**src/rtl/axi_lite_to_reg_pkg.sv**
```systemverilog
// ============================================================================
// Module : axi_lite_to_reg_pkg
// Brief  : FSM states, AXI response codes and counter sizing for the bridge.
// Rev    : 1.0
// ============================================================================
`default_nettype none

package axi_lite_to_reg_pkg;

    typedef enum logic [2:0] {
        IDLE   = 3'd0,
        WR_REQ = 3'd1,
        RD_REQ = 3'd2,
        WR_RSP = 3'd3,
        RD_RSP = 3'd4
    } state_e;

    localparam logic [1:0] RESP_OKAY   = 2'b00;
    localparam logic [1:0] RESP_SLVERR = 2'b10;

    // A disabled timeout still needs a legal one-bit counter.
    function automatic int unsigned cnt_width(input int unsigned timeout);
        return (timeout == 0) ? 1 : $clog2(timeout + 1);
    endfunction

endpackage

`default_nettype wire

```
**src/rtl/reg_intf.sv**
```systemverilog
// ============================================================================
// Module : reg_intf
// Brief  : Request/response typedefs for the 32-bit address, 32-bit data register bus.
// Rev    : 1.0
// ============================================================================
`default_nettype none

package reg_intf;

    typedef struct packed {
        logic [31:0] addr;
        logic        write;
        logic [31:0] wdata;
        logic [3:0]  wstrb;
        logic        valid;
    } reg_intf_req_a32_d32;

    typedef struct packed {
        logic [31:0] rdata;
        logic        error;
        logic        ready;
    } reg_intf_resp_d32;

endpackage

`default_nettype wire

```
**src/rtl/axi_lite_to_reg.sv**
```systemverilog
// ============================================================================
// Module : axi_lite_to_reg
// Brief  : AXI-Lite slave to reg_intf initiator, one outstanding access, fair
//          read/write arbitration and a target response timeout.
// Rev    : 1.0
// ============================================================================
`default_nettype none

module axi_lite_to_reg
    import axi_lite_to_reg_pkg::*;
#(
    parameter int unsigned TIMEOUT = 255
) (
    input  logic                          clk_i,
    input  logic                          rst_ni,
    input  logic [31:0]                   aw_addr_i,
    input  logic                          aw_valid_i,
    output logic                          aw_ready_o,
    input  logic [31:0]                   w_data_i,
    input  logic [3:0]                    w_strb_i,
    input  logic                          w_valid_i,
    output logic                          w_ready_o,
    output logic [1:0]                    b_resp_o,
    output logic                          b_valid_o,
    input  logic                          b_ready_i,
    input  logic [31:0]                   ar_addr_i,
    input  logic                          ar_valid_i,
    output logic                          ar_ready_o,
    output logic [31:0]                   r_data_o,
    output logic [1:0]                    r_resp_o,
    output logic                          r_valid_o,
    input  logic                          r_ready_i,
    output reg_intf::reg_intf_req_a32_d32 reg_req_o,
    input  reg_intf::reg_intf_resp_d32    reg_rsp_i
);

    localparam int unsigned TIMEOUT_W = cnt_width(TIMEOUT);
    localparam int unsigned TO_LAST_I = (TIMEOUT == 0) ? 0 : TIMEOUT - 1;
    localparam logic [TIMEOUT_W-1:0] TO_LAST = TO_LAST_I[TIMEOUT_W-1:0];

    state_e                       state_q;
    reg_intf::reg_intf_req_a32_d32 req_q;
    logic [1:0]                   b_resp_q;
    logic                         b_valid_q;
    logic [31:0]                  r_data_q;
    logic [1:0]                   r_resp_q;
    logic                         r_valid_q;
    logic                         last_was_write_q;
    logic                         served_q;
    logic [TIMEOUT_W-1:0]         cnt_q;

    logic wr_pend;
    logic rd_pend;
    logic pick_wr;
    logic pick_rd;
    logic timed_out;
    logic [1:0] rsp_code;

    assign wr_pend = aw_valid_i & w_valid_i;
    assign rd_pend = ar_valid_i;

    // Ties go to the channel not served last; out of reset a read wins the first tie.
    assign pick_wr = (state_q == IDLE) & wr_pend &
                     (~rd_pend | (served_q & ~last_was_write_q));
    assign pick_rd = (state_q == IDLE) & rd_pend & ~pick_wr;

    assign aw_ready_o = rst_ni & pick_wr;
    assign w_ready_o  = rst_ni & pick_wr;
    assign ar_ready_o = rst_ni & pick_rd;

    // The final waiting cycle is the one where the counter would reach TIMEOUT.
    assign timed_out = (TIMEOUT != 0) & ~reg_rsp_i.ready & (cnt_q == TO_LAST);
    assign rsp_code  = (timed_out | reg_rsp_i.error) ? RESP_SLVERR : RESP_OKAY;

    always_ff @(posedge clk_i or negedge rst_ni) begin
        if (!rst_ni) begin
            state_q          <= IDLE;
            req_q            <= '0;
            b_resp_q         <= RESP_OKAY;
            b_valid_q        <= 1'b0;
            r_data_q         <= '0;
            r_resp_q         <= RESP_OKAY;
            r_valid_q        <= 1'b0;
            last_was_write_q <= 1'b0;
            served_q         <= 1'b0;
            cnt_q            <= '0;
        end else begin
            case (state_q)
                IDLE: begin
                    if (pick_wr) begin
                        req_q.addr  <= aw_addr_i;
                        req_q.write <= 1'b1;
                        req_q.wdata <= w_data_i;
                        req_q.wstrb <= w_strb_i;
                        req_q.valid <= 1'b1;
                        cnt_q       <= '0;
                        state_q     <= WR_REQ;
                    end else if (pick_rd) begin
                        req_q.addr  <= ar_addr_i;
                        req_q.write <= 1'b0;
                        req_q.wdata <= '0;
                        req_q.wstrb <= '0;
                        req_q.valid <= 1'b1;
                        cnt_q       <= '0;
                        state_q     <= RD_REQ;
                    end
                end
                WR_REQ: begin
                    if (reg_rsp_i.ready || timed_out) begin
                        req_q.valid <= 1'b0;
                        b_resp_q    <= rsp_code;
                        b_valid_q   <= 1'b1;
                        state_q     <= WR_RSP;
                    end else begin
                        cnt_q <= cnt_q + 1'b1;
                    end
                end
                RD_REQ: begin
                    if (reg_rsp_i.ready || timed_out) begin
                        req_q.valid <= 1'b0;
                        r_resp_q    <= rsp_code;
                        r_data_q    <= timed_out ? 32'h0 : reg_rsp_i.rdata;
                        r_valid_q   <= 1'b1;
                        state_q     <= RD_RSP;
                    end else begin
                        cnt_q <= cnt_q + 1'b1;
                    end
                end
                WR_RSP: begin
                    if (b_ready_i) begin
                        b_valid_q        <= 1'b0;
                        last_was_write_q <= 1'b1;
                        served_q         <= 1'b1;
                        state_q          <= IDLE;
                    end
                end
                RD_RSP: begin
                    if (r_ready_i) begin
                        r_valid_q        <= 1'b0;
                        last_was_write_q <= 1'b0;
                        served_q         <= 1'b1;
                        state_q          <= IDLE;
                    end
                end
                default: state_q <= IDLE;
            endcase
        end
    end

    assign reg_req_o = req_q;
    assign b_resp_o  = b_resp_q;
    assign b_valid_o = b_valid_q;
    assign r_data_o  = r_data_q;
    assign r_resp_o  = r_resp_q;
    assign r_valid_o = r_valid_q;

endmodule

`default_nettype wire

```
**config.mk**
```make
export PLATFORM = sky130hd
export DESIGN_NAME = axi_lite_to_reg
export DESIGN_NICKNAME = d
export VERILOG_FILES = /design/src/rtl/axi_lite_to_reg_pkg.sv /design/src/rtl/reg_intf.sv /design/src/rtl/axi_lite_to_reg.sv
export SDC_FILE = /design/constraint.sdc
export NUM_CORES = 1
export LEC_CHECK = 0
export CAP_MARGIN = 5
export CORE_MARGIN = 4
export CORE_UTILIZATION = 43
export CTS_CLUSTER_DIAMETER = 120
export DETAILED_ROUTE_END_ITERATION = 7
export PLACE_DENSITY = 0.86
export SYNTH_ARGS = -nofsm -noshare
export SYNTH_HDL_FRONTEND = slang
export SYNTH_SLANG_ARGS = --single-unit
```
**constraint.sdc**
```tcl
create_clock -name clk_i -period 5 [get_ports clk_i]
set_input_delay 1 -clock clk_i [delete_from_list [all_inputs] [get_ports clk_i]]
set_output_delay 1 -clock clk_i [all_outputs]
set_load 0.03 [all_outputs]
```
# Word level (Yosys, flattened, before mapping)
# Index checks and enable logic that the tools add are counted.
[classes]
reduce_logical = 17
addsub = 1
bitwise = 15
n_eq_ne = 12
mux = 26
[ops]
columns = ["op", "n"]
rows = [
  ["$mux 70", 2],
  ["$mux 32", 1],
  ["$mux 8", 3],
  ["$mux 3", 6],
  ["$pmux 8 s2", 1],
  ["$pmux 3 s5", 1],
  ["$reduce_and 3->1", 5],
  ["$ne 2x2->1 const B", 5],
  ["$pmux 1 s2", 5],
  ["$reduce_bool 2->1", 5],
  ["$and 1x1->1", 9],
  ["$add 8x1->8 const B", 1],
  ["$eq 8x8->1 const B", 1],
  ["$eq 3x2->1 const B", 2],
  ["$mux 1", 6],
  ["$reduce_and 2->1", 3],
  ["$reduce_and 5->1", 1],
  ["$not 1->1", 4],
  ["$eq 3x1->1 const B", 1],
  ["$eq 3x3->1 const B", 1],
  ["$logic_not 3->1", 1],
  ["$ne 3x3->1 const B", 1],
  ["$mux 2", 1],
  ["$ne 2x1->1 const B", 1],
  ["3 further kinds", 4],
]
[totals]
ff_bits = 121
out_inout_bits = 111
input_bits = 141
word_cells = 85

# Longest topological paths before layout
[logic_depth]
depth_word = 9
depth_mapped = 7

# Worst setup path after synthesis
# Ideal clock, no wire load.
[synth_path]
path_kind = "input -> output"
startpoint = "input aw_valid_i"
endpoint = "output ar_ready_o"
stages = 5
path_buffers = 2
slack_ns = 1.777
t_arrival_ns = 2.223
required_time_ns = 4.000
cell_sequence = "nand2_1 a21oi_1 buf_2 buf_2 nor3b_1"
[synth_via]
elab_chain_len = 6
[synth_rtl]
columns = ["item", "line_no", "text"]
rows = [
  ["from (decl)", "axi_lite_to_reg.sv:17", "input logic aw_valid_i,"],
  ["$and 1x1->1", "axi_lite_to_reg.sv:59", "assign wr_pend = aw_valid_i & w_valid_i;"],
  ["$and 1x1->1 (2 in a row)", "axi_lite_to_reg.sv:63", "assign pick_wr = (state_q == IDLE) & wr_pend &"],
  ["$not 1->1", "axi_lite_to_reg.sv:65", "assign pick_rd = (state_q == IDLE) & rd_pend & ~pick_wr;"],
  ["$and 1x1->1", "axi_lite_to_reg.sv:65", ""],
  ["$and 1x1->1", "axi_lite_to_reg.sv:69", "assign ar_ready_o = rst_ni & pick_rd;"],
  ["to (decl)", "axi_lite_to_reg.sv:28", "output logic ar_ready_o,"],
]
# Every way passes these cells.

# Worst setup path in the final report
[layout_path]
startpoint = "input aw_valid_i"
endpoint = "output w_ready_o"
[layout_via]
elab_chain_len = 4
[layout_rtl]
columns = ["item", "line_no", "text"]
rows = [
  ["$and 1x1->1", "axi_lite_to_reg.sv:59", ""],
  ["$and 1x1->1 (2 in a row)", "axi_lite_to_reg.sv:63", ""],
  ["$and 1x1->1", "axi_lite_to_reg.sv:68", "assign w_ready_o = rst_ni & pick_wr;"],
  ["to (decl)", "axi_lite_to_reg.sv:22", "output logic w_ready_o,"],
]
# Every way passes these cells.

==> flow_metrics.tcl <==
set metrics [dict create \
    status "finished clean" \
    critPathKind "in -> out" \
    syn_inst 410 \
    pin_count 252 \
    hp-class "reg -> reg" \
    root_buffer "clkbuf_16" \
    fin_crit_sh 0.769 \
    ctsHoldBuffers 0 \
    power_leakage_nw 3.45 \
    synth_edf_count 0 \
    slowest_delay_ns 0.68 \
    vias 4207 \
    pre_cts_slack_ns 1.18 \
    clock_latency_ns 0.40 \
    drt_first_pass_iters 4 \
    clk_pin_slew_ns 0.05 \
    fin_tns_setup_ns 0 \
    vias_per_cell 5.25 \
    internal_power_w 0.00332 \
    synth-seq-cells 119 \
    p_clk_frac 0.225 \
    crit_family "buffers and inverters" \
    cp.required_ns 4.00 \
    num-fill-cells 746 \
    antenna_left 0 \
    finClkSkew_ns 0.0104 \
    grt-ovfl-total 0 \
    instances_no_fill 802 \
    start_kind "primary input" \
    avgSynthCellArea_sq_um 11.9 \
    wl_per_cell_um 18.1 \
    drt_iter0_markers 146 \
    crit_slowest_cell "clkdlybuf4s50_1" \
    critical_path.cell_chain "clkdlybuf4s50_1 > nand2_1 > a21oi_4 > and3_1 > clkdlybuf4s50_1" \
    hold-worst-slack_ns 0.476 \
    powerDensity_mw_per_mm2 681 \
    port_buffers 249 \
    die_h_um 114 \
    clockBufferDepth 2 \
    seq_power_share 0.306 \
    async_flop_share 1.00 \
    htree_levels 4 \
    postCtsSetupRepairBufs 0 \
    diodes 0 \
    setup_viol 0 \
    coreArea_sq_mm 0.0110 \
    slew_violations 0 \
    period_needed_ns 3.84 \
    dieArea_sq_mm 0.0131 \
    dp.cells 771 \
    cts_buffers 17 \
    timing.fmax_mhz 260 \
    slew_headroom 0.253 \
    netSwitchingFraction 0.394 \
    antenna_found_initial 0 \
    clock_sinks 119 \
    grt_pass1_vias 4418 \
    cts_tree "done" \
    total_power_w 0.00548 \
    yosysSeqAreaShare 0.611 \
    final_nets 793 \
    grt_max_degree 68 \
    vdd_drop_max_uv 399 \
    yosysWarnings 0 \
    crit_top_cell "clkdlybuf4s50_1" \
    grt_pass1_wl_um 22800 \
    worstPathMaxFanout 11 \
    tightest_slew_ns 1.12 \
    drive_gt1_frac 0.0589 \
    post_cts_resized 0 \
    fp.dieW_um 114 \
    start_util 0.444 \
    syn_to_final_growth_pct 65.1 \
    setup_ws_ns 1.16 \
    num_rows 38 \
    path_buf_inv 2 \
    wl_um 14500 \
    ys_types 36 \
    p_sw_w 0.00216 \
    grt.total_usage 0.224 \
    place.gp.congestion 0.820 \
    syn_area_sq_mm 0.00487 \
    hold_viol 0 \
    cap_violations 0 \
    synthFlopType "dfrtp_1" \
    dp_hpwl_um 10800 \
    grt_setup_unrepaired "no" \
    arrival_ns 2.84 \
    p_comb_frac 0.469 \
    drc 0 \
    cp-end-kind "primary output" \
]
final cells by class:
| cell class | instances | area (sq um) | area share |
|---|---|---|---|
| sequential | 119 | 2980 | 0.370 |
| timing repair buffer | 255 | 2530 | 0.315 |
| multi-input combinational | 253 | 1730 | 0.216 |
| clock buffer | 23 | 488 | 0.0607 |
| tap | 140 | 175 | 0.0218 |
| clock inverter | 8 | 120 | 0.0149 |
| inverter | 4 | 15.0 | 0.00187 |
synth_stat cells (4+ instances only):
| master | n | area, sq um |
|---|---|---|
| nor2_1 | 6 | 22.5 |
| nor2b_1 | 4 | 25.0 |
| dfrtp_1 | 119 | 2980 |
| mux2i_1 | 36 | 360 |
| inv_1 | 4 | 15.0 |
| a21oi_1 | 11 | 55.1 |
| o21ai_0 | 35 | 175 |
| a31oi_1 | 4 | 25.0 |
| nand3_1 | 9 | 45.0 |
| a22o_1 | 69 | 604 |
| clkbuf_1 | 14 | 52.6 |
| nor3_1 | 8 | 40.0 |
| buf_2 | 15 | 75.1 |
| nand2_1 | 41 | 154 |
| and3_1 | 5 | 31.3 |
worst register-to-register path: stages, from the launching register on:
cell	delay (ns)
dfrtp_1	0.42
inv_1	0.11
ha_1	0.16
and3_1	0.17
a31o_2	0.35
nand2_1	0.67
a22o_1	0.50
power by group through the flow:
stage	clock [W]	combinational, W	sequential (W)
after global routing	0.00130	0.00273	0.00173
after CTS	0.00125	0.00260	0.00168
final	0.00123	0.00257	0.00168
after global placement	0	0.00253	0.00166
after floorplan	0	0.000706	0.00240
after detailed placement	0	0.00258	0.00168
per-stage QoR:
step | util | area (sq um)
after detailed placement | 0.677 | 7440
after global routing | 0.733 | 8050
after global placement | 0.677 | 7440
after CTS | 0.733 | 8050
after floorplan | - | 4880
final | 0.733 | 8050
routing by layer:
metal,vias up,part of all wire,track usage,wire (um)
met5,-,0,0,0
met4,0,0.025,0.0903,365
met3,28,0.082,0.0782,1190
met2,178,0.51,0.374,7370
met1,2028,0.39,0.263,5620
li1,1973,-,-,-
cell families after synthesis:
logic type,share of synthesized area
AOI/OAI and AO/OA,0.191
xor gates and xnor gates,0.00180
adders and majority gates,0.00514
buffers and inverters,0.0365
DFF,0.611
muxes,0.0740
other,0.000770
and+or+nand+nor,0.0801
flip-flops by register name, summed over array words and instances, names as in the netlist:
signal and flops:
b_resp_o 1, b_valid_o 1, cnt_q 8, last_was_write_q 1, r_data_o 32, r_resp_o 1, r_valid_o 1, reg_req_o 70
served_q 1, state_q 3
path summary, 6_finish.rpt:
check | start | slack [ns] | endpoint | cells after the start
max | aw_valid_i | 1.16 | w_ready_o | 5
min | served_q$_DFFE_PN0P_ | 0.48 | served_q$_DFFE_PN0P_ | 1
max reg2reg | cnt_q[0]$_DFFE_PN0P_ | 2.49 | r_data_o[4]$_DFFE_PN0P_ | 6
min reg2reg | served_q$_DFFE_PN0P_ | 0.48 | served_q$_DFFE_PN0P_ | 1
max in group asynchronous | rst_ni | 2.95 | r_data_o[0]$_DFFE_PN0P_ | 3
min in group asynchronous | rst_ni | 0.75 | reg_req_o[56]$_DFFE_PN0P_ | 2
layout by cell type, fill, tap and decap left out, drive strengths merged, types with 3 or more instances in the layout:
cell type      synthesis  final
o21ai                 36     36
a22o                  69     69
nand2                 41     41
clkinv                 0      3
clkdlybuf4s50          0    248
mux2i                 36     36
dfrtp                119    119
inv                    4      4
nand3                  9      9
nor2                   6      6
bufinv                 0      3
nand2b                 3      3
buf                   20      7
nor2b                  4      4
a21oi                 11     11
clkbuf                15     23
and3                   5      5
nor3                   8      8
a31oi                  4      4
No activity file was read; power rests on OpenSTA's default activity.
